**config.mk**
```make
export PLATFORM = sky130hd
export DESIGN_NAME = capture_8seg_flat
export DESIGN_NICKNAME = d
export VERILOG_FILES = /design/src/rtl/capture_8seg_if.sv /design/src/rtl/capture_8seg.sv /design/src/flat_wrapper.sv
export SDC_FILE = /design/constraint.sdc
export NUM_CORES = 1
export LEC_CHECK = 0
export CAP_MARGIN = 20
export CORE_ASPECT_RATIO = 1.4
export CORE_UTILIZATION = 55
export DETAILED_ROUTE_END_ITERATION = 12
export PLACE_DENSITY = 0.81
export SETUP_SLACK_MARGIN = 0.4
export SYNTH_ARGS = -nofsm -noshare
export SYNTH_HDL_FRONTEND = slang
export SYNTH_SLANG_ARGS = --single-unit
export TNS_END_PERCENT = 1
```
**constraint.sdc**
```tcl
create_clock -name clk -period 3 [get_ports clk]
set_input_delay 0.6 -clock clk [delete_from_list [all_inputs] [get_ports clk]]
set_output_delay 0.6 -clock clk [all_outputs]
set_load 0.01 [all_outputs]
```
**src/rtl/capture_8seg_if.sv**
```systemverilog
// ----------------------------------------------------------------------------
// capture_8seg_if
//   Multiplexed 8-segment display bus as seen by a passive observer.
//
//   Signals:
//     leds_val  [7:0]         segment lines {dot, g, f, e, d, c, b, a}, active-high
//     dig_sel   [DIGITS-1:0]  digit enables, active-high, one-hot while driven
//
//   Modports:
//     master  the display scanner that drives the bus
//     slave   a listener (capture_8seg) that only samples the bus
// ----------------------------------------------------------------------------
interface capture_8seg_if #(
    parameter int DIGITS = 4
);
    logic [7:0]        leds_val;
    logic [DIGITS-1:0] dig_sel;

    modport master (
        output leds_val,
        output dig_sel
    );

    modport slave (
        input leds_val,
        input dig_sel
    );
endinterface

```
**src/rtl/capture_8seg.sv**
```systemverilog
// ----------------------------------------------------------------------------
// capture_8seg
//   Passive capture of a multiplexed 8-segment LED display bus. The segment
//   and digit-select lines are synchronized, required to hold steady for
//   STABLE consecutive samples, and the addressed digit's segment pattern is
//   decoded back to a hex value plus dot into a per-digit register file.
//
//   Parameters:
//     DIGITS  number of multiplexed digits (1..8)
//     STABLE  consecutive identical synchronized samples before commit (2..15)
//
//   Ports:
//     clk       system clock
//     rst_n     asynchronous active-low reset
//     bus       display bus (slave modport): leds_val, dig_sel, async to clk
//     tetrades  captured hex value, digit i at [4i+3:4i]
//     dots      captured dot bit per digit
//     blank     1 = last committed pattern for the digit had all segments off
//     bad       1 = last committed pattern for the digit was not a hex glyph
//     upd       one-cycle pulse when any digit's stored fields change
// ----------------------------------------------------------------------------
module capture_8seg #(
    parameter int DIGITS = 4,
    parameter int STABLE = 3
) (
    input  logic                  clk,
    input  logic                  rst_n,
    capture_8seg_if.slave         bus,
    output logic [4*DIGITS-1:0]   tetrades,
    output logic [DIGITS-1:0]     dots,
    output logic [DIGITS-1:0]     blank,
    output logic [DIGITS-1:0]     bad,
    output logic                  upd
);

    localparam logic [3:0] CNT_MAX = 4'(STABLE - 1);

    typedef enum logic [1:0] {
        SETTLE = 2'd0,
        COMMIT = 2'd1,
        HOLD   = 2'd2
    } state_t;

    // Returns {hit, code}; hit is 0 when the pattern is not an exact hex glyph.
    function automatic logic [4:0] seg_decode(input logic [6:0] seg);
        logic [4:0] r;
        case (seg)
            7'h3F:   r = {1'b1, 4'h0};
            7'h06:   r = {1'b1, 4'h1};
            7'h5B:   r = {1'b1, 4'h2};
            7'h4F:   r = {1'b1, 4'h3};
            7'h66:   r = {1'b1, 4'h4};
            7'h6D:   r = {1'b1, 4'h5};
            7'h7D:   r = {1'b1, 4'h6};
            7'h07:   r = {1'b1, 4'h7};
            7'h7F:   r = {1'b1, 4'h8};
            7'h6F:   r = {1'b1, 4'h9};
            7'h77:   r = {1'b1, 4'hA};
            7'h7C:   r = {1'b1, 4'hB};
            7'h39:   r = {1'b1, 4'hC};
            7'h5E:   r = {1'b1, 4'hD};
            7'h79:   r = {1'b1, 4'hE};
            7'h71:   r = {1'b1, 4'hF};
            default: r = 5'b0_0000;
        endcase
        return r;
    endfunction

    function automatic logic is_onehot(input logic [DIGITS-1:0] v);
        return (v != '0) && ((v & (v - DIGITS'(1))) == '0);
    endfunction

    // Synchronizers, previous-sample register, stability counter
    logic [7:0]        leds_m_q, leds_s_q, leds_p_q;
    logic [DIGITS-1:0] sel_m_q,  sel_s_q,  sel_p_q;
    logic [3:0]        cnt_q, cnt_d;
    logic              chg;

    // Captured register file
    logic [4*DIGITS-1:0] tet_q,   tet_d;
    logic [DIGITS-1:0]   dots_q,  dots_d;
    logic [DIGITS-1:0]   blank_q, blank_d;
    logic [DIGITS-1:0]   bad_q,   bad_d;
    logic                upd_q,   upd_d;

    state_t state_q, state_d;
    logic [4:0] dec;

    // ---- stage: 2-flop synchronizers and previous-sample capture ----
    always_ff @(posedge clk or negedge rst_n) begin
        if (!rst_n) begin
            leds_m_q <= '0;
            leds_s_q <= '0;
            leds_p_q <= '0;
            sel_m_q  <= '0;
            sel_s_q  <= '0;
            sel_p_q  <= '0;
            cnt_q    <= '0;
        end else begin
            leds_m_q <= bus.leds_val;
            leds_s_q <= leds_m_q;
            leds_p_q <= leds_s_q;
            sel_m_q  <= bus.dig_sel;
            sel_s_q  <= sel_m_q;
            sel_p_q  <= sel_s_q;
            cnt_q    <= cnt_d;
        end
    end

    // Segment and select are one event: any difference restarts the window.
    assign chg = ({sel_s_q, leds_s_q} != {sel_p_q, leds_p_q});

    always_comb begin
        cnt_d = cnt_q;
        if (chg) begin
            cnt_d = '0;
        end else if (cnt_q != CNT_MAX) begin
            cnt_d = cnt_q + 4'd1;
        end
    end

    // ---- stage: settle / commit / hold control ----
    always_ff @(posedge clk or negedge rst_n) begin
        if (!rst_n) begin
            state_q <= SETTLE;
        end else begin
            state_q <= state_d;
        end
    end

    // The counter's next value is used so the window closes on the edge it
    // becomes full; the write then happens on the following edge.
    always_comb begin
        state_d = state_q;
        case (state_q)
            SETTLE: begin
                if (cnt_d == CNT_MAX) begin
                    state_d = is_onehot(sel_s_q) ? COMMIT : HOLD;
                end
            end
            COMMIT: begin
                // A change arriving during the write cycle opens a new window.
                state_d = chg ? SETTLE : HOLD;
            end
            HOLD: begin
                if (chg) begin
                    state_d = SETTLE;
                end
            end
            default: state_d = SETTLE;
        endcase
    end

    // ---- stage: decode and register-file write ----
    // In COMMIT the previous-sample register holds the value that was
    // verified stable, so it is used rather than the live synchronizer.
    always_comb begin
        tet_d   = tet_q;
        dots_d  = dots_q;
        blank_d = blank_q;
        bad_d   = bad_q;
        dec     = seg_decode(leds_p_q[6:0]);
        if (state_q == COMMIT) begin
            for (int i = 0; i < DIGITS; i++) begin
                if (sel_p_q[i]) begin
                    dots_d[i] = leds_p_q[7];
                    if (dec[4]) begin
                        tet_d[4*i +: 4] = dec[3:0];
                        blank_d[i]      = 1'b0;
                        bad_d[i]        = 1'b0;
                    end else if (leds_p_q[6:0] == 7'h00) begin
                        tet_d[4*i +: 4] = 4'h0;
                        blank_d[i]      = 1'b1;
                        bad_d[i]        = 1'b0;
                    end else begin
                        blank_d[i]      = 1'b0;
                        bad_d[i]        = 1'b1;
                    end
                end
            end
        end
        upd_d = (state_q == COMMIT) &&
                ({tet_d, dots_d, blank_d, bad_d} != {tet_q, dots_q, blank_q, bad_q});
    end

    always_ff @(posedge clk or negedge rst_n) begin
        if (!rst_n) begin
            tet_q   <= '0;
            dots_q  <= '0;
            blank_q <= '1;
            bad_q   <= '0;
            upd_q   <= 1'b0;
        end else begin
            tet_q   <= tet_d;
            dots_q  <= dots_d;
            blank_q <= blank_d;
            bad_q   <= bad_d;
            upd_q   <= upd_d;
        end
    end

    assign tetrades = tet_q;
    assign dots     = dots_q;
    assign blank    = blank_q;
    assign bad      = bad_q;
    assign upd      = upd_q;

endmodule

```
**src/flat_wrapper.sv**
```systemverilog
// flat-port wrapper written by rule: the top's interface ports become plain ports
module capture_8seg_flat 
#(
    parameter int DIGITS = 4,
    parameter int STABLE = 3
)
  (clk, rst_n, tetrades, dots, blank, bad, upd, bus_leds_val, bus_dig_sel);
  capture_8seg_if #(.DIGITS(DIGITS)) bus_i ();
  input  logic clk;
  input  logic rst_n;
  output logic [4*DIGITS-1:0] tetrades;
  output logic [DIGITS-1:0] dots;
  output logic [DIGITS-1:0] blank;
  output logic [DIGITS-1:0] bad;
  output logic upd;
  input wire logic [$bits(bus_i.leds_val)-1:0] bus_leds_val;
  input wire logic [$bits(bus_i.dig_sel)-1:0] bus_dig_sel;
  assign bus_i.leds_val = bus_leds_val;
  assign bus_i.dig_sel = bus_dig_sel;
  capture_8seg #(.DIGITS(DIGITS), .STABLE(STABLE)) u_core (.clk(clk), .rst_n(rst_n), .bus(bus_i), .tetrades(tetrades), .dots(dots), .blank(blank), .bad(bad), .upd(upd));
endmodule
```
After elaboration in Yosys (flattened, before gate mapping)

Index checks and enable logic that the tools add are counted.

Logic and storage cells: 87
ROM bits: 0
Memories kept: 0
Output and inout bits: 29
Memory bits (writable): 0
Bits in registers: 71
Input port bits: 14
Bits in latches: 0

$lt $le $gt $ge: 0
Shift operators: 0
Divide/modulo/power cells: 0
$mul: 0
Eq/ne operators: 24
Bitwise logic cells: 1
Reductions and logical operators: 7
Multiplexer cells: 40
$add $sub $neg: 2

Operators by type and width:

| cell                                                                  | count |
|---|---|
| 7-bit equality test, second input constant                            | 12 |
| 5-bit case mux with 16 select lines                                   | 1 |
| 4-bit 2-to-1 mux                                                      | 17 |
| 28-bit != test                                                        | 1 |
| 1-bit 2-to-1 mux                                                      | 16 |
| 16-bit 2-to-1 mux                                                     | 1 |
| 7-bit by 3-bit equality test with 1-bit output, second input constant | 2 |
| 7-bit by 6-bit equality test with 1-bit output, second input constant | 2 |
| 12-bit != test                                                        | 1 |
| 2-bit 2-to-1 mux                                                      | 4 |
| 7-bit zero test                                                       | 1 |
| 2-bit case mux with 3 select lines                                    | 1 |
| 4-bit by 1-bit adder with 4-bit output, second input constant         | 1 |
| 4-bit AND                                                             | 1 |
| 4-bit by 2-bit equality test with 1-bit output, second input constant | 1 |
| 4-bit zero test                                                       | 1 |
| 2-bit by 1-bit != test with 1-bit output, second input constant       | 2 |
| 4-bit by 2-bit != test with 1-bit output, second input constant       | 1 |
| 4-bit nonzero test                                                    | 1 |
| 4-bit by 1-bit subtractor with 4-bit output, second input constant    | 1 |
| 2-bit by 1-bit equality test with 1-bit output, second input constant | 1 |
| 2-bit equality test, second input constant                            | 1 |
| 1-bit logical AND                                                     | 2 |
| 2-bit zero test                                                       | 1 |
| 2-bit AND reduction                                                   | 1 |

Logic depth before layout (Yosys ltp)

Depth in word-level cells: 7
Gate-level depth with buffers: 10
Depth with buffers taken out: 8

Least setup slack after synthesis

OpenSTA, ideal clock, no wires.

Path type: register to register
Start: reg u_core.leds_p_q[4]
End: reg u_core.upd_q, in the netlist u_core.upd
Stages on the path, launching flop included: 10
Library setup time: 139 ps
Setup slack: 296 ps
Path buffers: 2
Arrival time: 2565 ps
Required time: 2861 ps
Period minus slack after synthesis: 2704 ps
Cells stage by stage: dfrtp_1 > or4_1 > or4_1 > buf_6 > nand4_4 > and2_4 > buf_6 > nor2_1 > o31a_1 > or4_1

Word-level cells in the longest chain between the ends: 7
Elaborated cells between the ends (all ways): 47
Classes of those cells: 17 x eq/ne; 28 x mux; 2 x reduce/logical

RTL lines:

| element                                                           | RTL line            | source |
|---|---|---|
| start: declaration                                                | capture_8seg.sv:74  | `logic [7:0] leds_m_q, leds_s_q, leds_p_q;` |
| start signal: assignment                                          | capture_8seg.sv:102 | `leds_p_q <= leds_s_q;` |
| 7-bit equality test, or another cell as far along                 | capture_8seg.sv:47  | `case (seg)` |
| 5-bit case mux with 16 select lines, or another cell as far along | capture_8seg.sv:47  |  |
| 1-bit 2-to-1 mux or 4-bit 2-to-1 mux (tied branches)              | capture_8seg.sv:167 | `if (dec[4]) begin` |
| 1-bit 2-to-1 mux or 4-bit 2-to-1 mux (tied branches)              | capture_8seg.sv:165 | `if (sel_p_q[i]) begin` |
| 4-bit 2-to-1 mux or 16-bit 2-to-1 mux (tied branches)             | capture_8seg.sv:163 | `if (state_q == COMMIT) begin` |
| 28-bit != test *                                                  | capture_8seg.sv:183 | `({tet_d, dots_d, blank_d, bad_d} != {tet_q, dots_q, blank_q, bad_q});` |
| 1-bit logical AND *                                               | capture_8seg.sv:182 | `upd_d = (state_q == COMMIT) &&` |
| via u_core.upd_d                                                  | capture_8seg.sv:84  | `logic upd_q, upd_d;` |
| end signal: assignment                                            | capture_8seg.sv:198 | `upd_q <= upd_d;` |
| end: declaration                                                  | capture_8seg.sv:84  |  |

The timed path passes the listed nets; every way through them passes the cells marked *.
A chain may end at the register's enable or synchronous reset.

Worst setup path after layout

Start: reg u_core.leds_p_q[5]
End: reg u_core.upd_q, in the netlist u_core.upd

The elaborated chain is that of the path after synthesis.

==> results.md <==
- Status: finished clean
- DR vias/cell: 6.12
- Root Buffer: clkbuf_8
- Vias in the first global route: 2617
- Worst R2R Start: u_core.leds_p_q[5]$_DFF_PN0_
- Seq pwr share: 0.529
- WP data required: between 3 and 4 ns
- Peak supply drop: 0.000436 V
- Initial core utilization: 0.577
- Mean post-synth cell area: 10.2 um^2
- Num rows: 32
- Worst Reg2Reg Path Length in Cells: 7
- TritonCTS clock tree: yes
- Horiz. Die Dim: between 60 and 70 um
- Unrepaired setup endpoints after global routing: true
- R2r setup slk: 0.27 ns
- H-tree depth: 3
- Fillers: 400
- Post-synth cell types: 52
- Post-Syn Area: 3230 um^2
- Fin crit share: 0.909
- Startpoint types: flip-flop
- Sink Count: 71
- Most frequent cells in the layout: dfrtp_1, nand2_1, clkdlybuf4s50_1
- DIE AREA: 6200 um^2
- Levels on crit path: 7
- Worst Tran Pin Value: 0.750 ns
- Sequential area share after synthesis: 0.551
- First-pass GRT wire length: 12.2 mm
- Max stage delay on crit path: 0.54 ns
- Core Region: 5610 um^2
- Critical-path top delay cell: or4_4
- Clock power frac: 0.407
- Tmin final: between 2 and 3 ns
- I/O pin count: 43
- CP Buf/Inv Count: 0
- Final #Nets: 383
- Largest net degree at the start of global routing: 40
- Diodes inserted: 0
- Psw: 0.000444 W
- Clock skew: around 0.0073 ns
- Cells along the critical path: or4_4, or4_4, nand4_4, mux2i_1, o31a_1, a21o_1, or4_1
- Setup TNS: 0 ns
- Via Count: 2693
- Leading cell type in the layout, fill and taps excluded: dfrtp_1
- CTS buffer count: 9
- Critical Path Start: u_core.leds_p_q[5]$_DFF_PN0_
- Comb power frac: 0.064
- Initial antenna violation count: 0
- Area growth, synth to finish: 23.9%
- Final setup vio count: 0
- WP data arrival: 2.94 ns
- RD Place Congestion: 0.924
- CP most frequent cell: or4_4
- Vert. Die Dim: 92.7 um
- Fmax: 367 MHz
- Clock Latency Late Sink: 0.34 ns
- Pwr Density: 476 nW/um^2
- Placed wire-length estimate: 5.20 mm
- Slew HR: 0.500
- Number of flops mapped to enable cells by yosys: 0
- Yosys reg bits: 71
- Clk slew on worst S/H paths: ~0.080 ns
- Post-DR wirelength/cell: 16.6 um
- Max-cap violations: 0
- GRT Total Usage: 0.266
- Port bufs: 42
- First-pass DRT Iterations: 5
- Routed Wire Length: ~7.3 mm
- Crit path max fanout: 7
- Crit path kind: flip-flop to flip-flop
- Syn Inst Count: 318
- P_int: 0.00147 W
- Buffer depth of the longest clock path: 2
- 1st-iter DRT viols: 203
- Synth Flop Type: dfrtp_1
- Hold Vio Cnt, Final: 0
- Async S/R FF share, synth: 1.00
- CP top delay family: simple AND/OR/NAND/NOR gates
- Hold Path Class: input port to async pin
- Static leakage: 1.67 nW
- Final total power: 0.00191 W
- Pins Over Slew Limit: 0
- DR DRC count: 0
- Share of cells above drive strength 1: 0.137
- Gr ovfl total: 0
- Post-route ant nets: 0
- Yosys Warn Count: 0
- Mapped Nets: 334
- Switch share: 0.232
- CP endpoint kind: flip-flop
[area by class of cell]
type,instances,area (um^2),share of cell area
clock buffers,11,151,0.0378
clock inverters,5,56.3,0.0140
inverters,5,18.8,0.00468
multi-input cells,223,1370,0.342
flip-flops and latches,71,1790,0.446
well taps,68,85.1,0.0212
repair buffers,57,541,0.135
[power groups by stage]
stage               registers (W)  clock network [W]  logic (W)
floorplan                 0.00101                  0  0.0000695
global placement          0.00102                  0   0.000116
detailed placement        0.00103                  0   0.000119
CTS                       0.00101           0.000793   0.000121
global route              0.00101           0.000834   0.000136
finish                    0.00101           0.000777   0.000122
[stage by stage]
step                      setup slack (ns)  hold WS (ns)  std cells  area (um^2)   util
final                                0.273         0.317        440         4010  0.715
after global routing                 0.134         0.359        440         4010  0.715
after CTS                            0.265         0.340        438         3980  0.710
after detailed placement             0.166         0.335        422         3750  0.669
after global placement               0.186         0.331        422         3750  0.669
after floorplan                      0.314         0.304        318         3230      -
[cells by family after synthesis]
group / count (synthesis) / share of synthesized area
muxes: 2 / 0.00619
xor gates and xnor gates: 18 / 0.0487
adders and majority gates: 2 / 0.00774
DFF: 71 / 0.551
buffers and inverters: 24 / 0.0348
AOI/OAI and AO/OA: 88 / 0.167
and+or+nand+nor: 113 / 0.185
[synthesized netlist by cell type (all sizes together) (2+ instances only)]
cell,number,share of area
dfrtp,67,0.52
nand2,41,0.048
a21oi,29,0.045
o21ai,23,0.036
nor2,20,0.023
xor2,14,0.038
clkbuf,10,0.012
buf,9,0.017
and2,8,0.016
nand3,8,0.012
o22ai,8,0.015
inv,5,0.0058
nand4,5,0.014
nor3,5,0.0093
a22oi,4,0.0093
dfstp,4,0.032
nand2b,4,0.0077
or4,4,0.0093
xnor2,4,0.011
a22o,3,0.0081
nand3b,3,0.0070
nor4,3,0.0058
o32ai,3,0.0081
a211oi,2,0.0046
a221oi,2,0.0054
a31oi,2,0.0039
ha,2,0.0077
mux2i,2,0.0062
nand4bb,2,0.0070
nor4b,2,0.0054
o211ai,2,0.0046
o22a,2,0.0054
o31a,2,0.0054
or4b,2,0.0062
[state kept, by name (all words and copies together) (netlist names)]
signal and count:
u_core.dots 4, u_core.bad 4, u_core.cnt_q 4, u_core.leds_s_q 8
u_core.tetrades 16, u_core.upd 1, u_core.leds_p_q 8, u_core.state_q 2
u_core.blank 4, u_core.sel_s_q 4, u_core.sel_m_q 4, u_core.leds_m_q 8
u_core.sel_p_q 4
[worst reg2reg max path, cell delays in order, from the launching register on]
cell     delay, ns
dfrtp_1       0.38
or4_4         0.54
or4_4         0.54
nand4_4       0.16
mux2i_1       0.09
o31a_1        0.24
a21o_1        0.14
or4_1         0.50
[worst paths after layout]
| path | to |
|---|---|
| setup / recovery | u_core.upd$_DFF_PN0_ |
| hold / removal | u_core.bad[1]$_DFF_PN0_ |
| setup reg to reg | u_core.upd$_DFF_PN0_ |
| hold reg to reg | u_core.sel_s_q[1]$_DFF_PN0_ |
| max in group asynchronous | u_core.leds_p_q[0]$_DFF_PN0_ |
| min in group clk | u_core.sel_s_q[1]$_DFF_PN0_ |
[layer usage]
layer | wire length [um] | track usage | share of wire | vias up
li1 | - | - | - | 1237
met5 | 0 | 0 | 0 | -
met3 | 379 | 0.0567 | 0.052 | 23
met1 | 2800 | 0.302 | 0.38 | 1307
met4 | 221 | 0.140 | 0.030 | 0
met2 | 3920 | 0.455 | 0.54 | 126
[what timing repair did]
item / 4_1_cts / 5_1_grt
buffers inserted: 0 / 2
setup endpoints to repair: 1 / 5
pin swaps: 2 / 1
hold buffers: 0 / 0
gates resized for setup: 9 / 2
No activity file was read; power rests on OpenSTA's default activity.
